`config.mk`:
```
export PLATFORM = sky130hd
export DESIGN_NAME = fifo_uart_tx
export DESIGN_NICKNAME = d
export VERILOG_FILES = /design/src/rtl/fifo_uart_pkg.sv /design/src/rtl/uart_baud_tick.sv /design/src/rtl/fifo_uart_tx.sv
export SDC_FILE = /design/constraint.sdc
export NUM_CORES = 1
export LEC_CHECK = 0
export ABC_AREA = 1
export CAP_MARGIN = 0
export CORE_ASPECT_RATIO = 1.4
export CORE_MARGIN = 8
export CORE_UTILIZATION = 55
export CTS_CLUSTER_SIZE = 8
export DETAILED_ROUTE_END_ITERATION = 16
export PLACE_DENSITY = 0.8
export SYNTH_ARGS = -nofsm -noshare
export SYNTH_HDL_FRONTEND = slang
export SYNTH_SLANG_ARGS = --single-unit
```
`constraint.sdc`:
```
create_clock -name clk -period 4.3 [get_ports clk]
set_input_delay 0.86 -clock clk [delete_from_list [all_inputs] [get_ports clk]]
set_output_delay 0.86 -clock clk [all_outputs]
set_load 0.01 [all_outputs]
```
`src/rtl/fifo_uart_pkg.sv`:
```
// rtl/fifo_uart_pkg.sv - shared types and constants for the FIFO-fed UART transmitter
package fifo_uart_pkg;

   typedef enum logic [2:0] {
      IDLE,
      FETCH,
      START,
      DATA,
      PARITY,
      STOP
   } state_t;

   localparam int   DATA_BITS = 8;
   localparam logic START_BIT = 1'b0;
   localparam logic STOP_BIT  = 1'b1;

endpackage

```
`src/rtl/uart_baud_tick.sv`:
```
// rtl/uart_baud_tick.sv - per-bit cycle counter that flags the last cycle of each serial bit
module uart_baud_tick #(
   parameter int CLKS_PER_BIT = 16
) (
   input  logic clk,
   input  logic rst,
   input  logic clear,
   output logic bit_end
);

   localparam int            CW   = (CLKS_PER_BIT > 1) ? $clog2(CLKS_PER_BIT) : 1;
   localparam logic [CW-1:0] LAST = CW'(CLKS_PER_BIT - 1);

   logic [CW-1:0] cnt;

   always_ff @(posedge clk) begin
      if (rst || clear) begin
         cnt <= '0;
      end else if (cnt == LAST) begin
         cnt <= '0;
      end else begin
         cnt <= cnt + 1'b1;
      end
   end

   assign bit_end = (cnt == LAST);

endmodule

```
`src/rtl/fifo_uart_tx.sv`:
```
// rtl/fifo_uart_tx.sv - pops bytes from a sync FIFO and serialises them as 8N1 or 8E1 frames
module fifo_uart_tx
   import fifo_uart_pkg::*;
#(
   parameter int CLKS_PER_BIT = 16,
   parameter bit PARITY_EN    = 1'b0
) (
   input  logic       clk,
   input  logic       rst,
   input  logic       fifo_empty,
   input  logic [7:0] fifo_data,
   output logic       fifo_rd,
   output logic       tx,
   output logic       busy,
   output logic       frame_done
);

   localparam logic [2:0] LAST_IDX = 3'(DATA_BITS - 1);

   state_t     state, state_next;
   logic [7:0] shreg, shreg_next;
   logic [2:0] bit_idx, bit_idx_next;
   logic       parity, parity_next;
   logic       tx_next;
   logic       clear;
   logic       bit_end;

   uart_baud_tick #(.CLKS_PER_BIT(CLKS_PER_BIT)) u_baud (
      .clk     (clk),
      .rst     (rst),
      .clear   (clear),
      .bit_end (bit_end)
   );

   always_ff @(posedge clk) begin
      if (rst) begin
         state   <= IDLE;
         shreg   <= '0;
         bit_idx <= '0;
         parity  <= 1'b0;
         tx      <= STOP_BIT;
      end else begin
         state   <= state_next;
         shreg   <= shreg_next;
         bit_idx <= bit_idx_next;
         parity  <= parity_next;
         tx      <= tx_next;
      end
   end

   always_comb begin
      state_next   = state;
      shreg_next   = shreg;
      bit_idx_next = bit_idx;
      parity_next  = parity;
      clear        = 1'b0;
      tx_next      = STOP_BIT;
      case (state)
         IDLE: begin
            if (!fifo_empty) state_next = FETCH;
         end
         FETCH: begin
            // parity is captured now because the shift register is consumed during DATA
            shreg_next  = fifo_data;
            parity_next = ^fifo_data;
            clear       = 1'b1;
            state_next  = START;
         end
         START: begin
            if (bit_end) begin
               state_next   = DATA;
               bit_idx_next = '0;
            end
         end
         DATA: begin
            if (bit_end) begin
               if (bit_idx == LAST_IDX) begin
                  state_next = PARITY_EN ? PARITY : STOP;
               end else begin
                  bit_idx_next = bit_idx + 3'd1;
                  shreg_next   = shreg >> 1;
               end
            end
         end
         PARITY: begin
            if (bit_end) state_next = STOP;
         end
         STOP: begin
            if (bit_end) state_next = IDLE;
         end
         default: state_next = IDLE;
      endcase
      // tx is registered, so it is chosen from the state being entered
      case (state_next)
         START:   tx_next = START_BIT;
         DATA:    tx_next = shreg_next[0];
         PARITY:  tx_next = parity_next;
         default: tx_next = STOP_BIT;
      endcase
   end

   assign fifo_rd    = (state == IDLE) && !fifo_empty && !rst;
   assign busy       = (state != IDLE);
   assign frame_done = (state == STOP) && bit_end;

endmodule

```
==> impl_metrics.env <==
export IMPL_status="complete, no violations"
export IMPL_cts_resized=0
export IMPL_maxSlewViolCount=0
export IMPL_overflow=0
export IMPL_path_class="in -> out"
export IMPL_fmax_mhz=337
export IMPL_met3_usage_pct=2.33
export IMPL_grtUsageTotal_pct=13.5
export IMPL_clkLatencyLatePin_ns=0.29
export IMPL_pre_cts_slack_ns=1.33
export IMPL_wl_per_cell_um=10.3
export IMPL_period_minus_slack_ns=2.97
export IMPL_rrSetupSlack_ns=2.61
export IMPL_die_y_um=70.1
export IMPL_cts_root_buf="clkbuf_4"
export IMPL_worstPathMaxFanout=17
export IMPL_ctsHoldBuffers=0
export IMPL_num_nets_final=218
export IMPL_synth_ff_latch_count=20
export IMPL_synthCells=186
export IMPL_maxCapViolCount=0
export IMPL_rows=19
export IMPL_numPortBuffers=14
export IMPL_vias=1136
export IMPL_wl_mm=2.30
export IMPL_io_pins=15
export IMPL_grt_pass1_vias=1063
export IMPL_synth_area_um2=1150
export IMPL_hold_path_class="reg -> reg"
export IMPL_leakagePower_nw=0.677
export IMPL_required_ns=3.44
export IMPL_h_tree_depth=1
export IMPL_slew_headroom_pct=73.2
export IMPL_avgViaCountPerCell=5.09
export IMPL_antenna_found_initial=0
export IMPL_critPathArrivalTime_ns=2.11
export IMPL_die_w_um=54.6
export IMPL_tightest_slew_ns=0.401
export IMPL_synth_nets=200
export IMPL_n_antenna_cell=0
export IMPL_area_growth_pct=16.4
export IMPL_start_util_pct=58.2
export IMPL_globalplace_congestion=0.794
export IMPL_grt_use_met1_pct=14.7
export IMPL_clkSlewWorstSetupHoldPaths_ns=0.10
export IMPL_clock_sinks=20
export IMPL_setup_violations_final=0
export IMPL_drtIter0Drc=24
export IMPL_syn_avg_cell_area_um2=6.18
export IMPL_grt_max_degree=18
export IMPL_ys_types=22
export IMPL_core_um2=1970
export IMPL_finalWorstSetupSlack_ns=1.33
export IMPL_synth_warnings=0
export IMPL_period_share_pct=69.0
export IMPL_setup_worst_path_start_class="primary input"
export IMPL_cts_setup_buffers=0
export IMPL_vdd_drop_max_mv=0.178
export IMPL_busiest_layer="met2"
export IMPL_powerDensity_nw_per_um2=272
export IMPL_fin_tns_setup_ns=0
export IMPL_grt_pass1_wl_mm=4.18
export IMPL_fin_hold_ws_ns=0.452
export IMPL_numCtsBuffers=3
export IMPL_postRouteAntennaNets=0
export IMPL_dieArea_um2=3830
export IMPL_rsz0062_at_grt="false"
export IMPL_final_hold_violation_count=0
export IMPL_skew_ns=0.00162
export IMPL_clk_path_buf_depth=2
export IMPL_end_kind="primary output"
export IMPL_grt_use_met2_pct=23.9
export IMPL_drive_gt1_share_pct=5.94
export IMPL_yosysSeqAreaShare_pct=34.9
export IMPL_drc=0
export IMPL_first_pass_iters=4
export IMPL_hpwl_mm=1.93
export IMPL_cts_tree="built"
[synth_stat cells (all sizes together)]
master	instances	share of area [%]
a211oi	1	0.65
a21oi	6	2.6
a22oi	1	0.65
a31oi	5	2.7
clkbuf	2	0.65
dfxtp	20	35
ha	3	3.3
inv	28	9.2
nand2	69	23
nand3	12	5.7
nand4	1	0.55
nor2	26	9.2
nor3	3	2.3
o21ai	5	2.2
or2	1	0.55
xnor2	2	1.5
xor2	1	0.76
[flip-flops by register name (all words and copies together), names as in the netlist]
register,cells
parity,1
state,3
tx,1
u_baud.cnt,4
shreg,8
bit_idx,3
[cells in the final DEF (no fill, tap or decap), types with 2 or more instances in the layout]
master / Yosys / final
dfxtp_1: 20 / 20
inv_2: 2 / 2
clkbuf_4: 0 / 3
ha_1: 3 / 3
nor2_1: 23 / 23
nand2_1: 68 / 68
nor3_1: 2 / 2
inv_1: 26 / 26
nor2_2: 3 / 3
a31oi_1: 5 / 5
a21oi_1: 6 / 6
nand3_1: 11 / 11
o21ai_0: 5 / 5
clkdlybuf4s50_1: 0 / 14
xnor2_1: 2 / 2
[worst paths after layout]
path / from / endpoint / depth (start not counted)
hold reg to reg: u_baud.cnt[0] / u_baud.cnt[0] / 1
setup / recovery: rst / fifo_rd / 4
setup reg to reg: bit_idx[0] / shreg[5] / 6
hold / removal: u_baud.cnt[0] / u_baud.cnt[0] / 1
[cell type report]
class | count | area, um2
multi-input combinational | 136 | 636
fill | 195 | 636
sequential | 20 | 400
timing repair buffer | 15 | 148
clock buffer | 3 | 22.5
tap | 21 | 26.3
inverter | 28 | 105
[worst max-delay path, cell delays in order]
cell and delay, ns:
clkdlybuf4s50_1 0.40, buf_4 0.19, nor2_1 0.11, clkdlybuf4s50_1 0.54
[through the flow]
stage	power [mW]	area [um2]	util, %	cells
finish	0.363	1340	67.8	223
CTS	0.368	1340	67.8	223
floorplan	0.256	1150	-	186
detailed placement	0.286	1320	66.6	220
global route	0.388	1340	67.8	223
global placement	0.282	1320	66.6	220
[routing by layer]
metal / wire, um / vias to the layer above
li1: - / 613
met1: 961 / 502
met2: 1240 / 17
met3: 62 / 4
met4: 37 / 0
met5: 0 / -
[power breakdown]
part           internal [mW]  switching [mW]  total [mW]
combinational         0.0343          0.0438      0.0781
clock                 0.0326          0.0503      0.0829
sequential             0.196         0.00688       0.202
total                  0.262           0.101       0.363
[logic make-up (layout without fill, tap and decap cells)]
kind of cell	after synthesis	after routing	share of synthesized area [%]
buffers and inverters	30	46	9.80
adder cells (fa/ha/maj)	3	3	3.27
XOR/XNOR	3	3	2.29
AO/OA/AOI/OAI	18	18	8.82
flip-flops	20	20	34.9
AND/OR/NAND/NOR	112	112	41.0
Note: power is estimated with default switching activity, not from simulation.
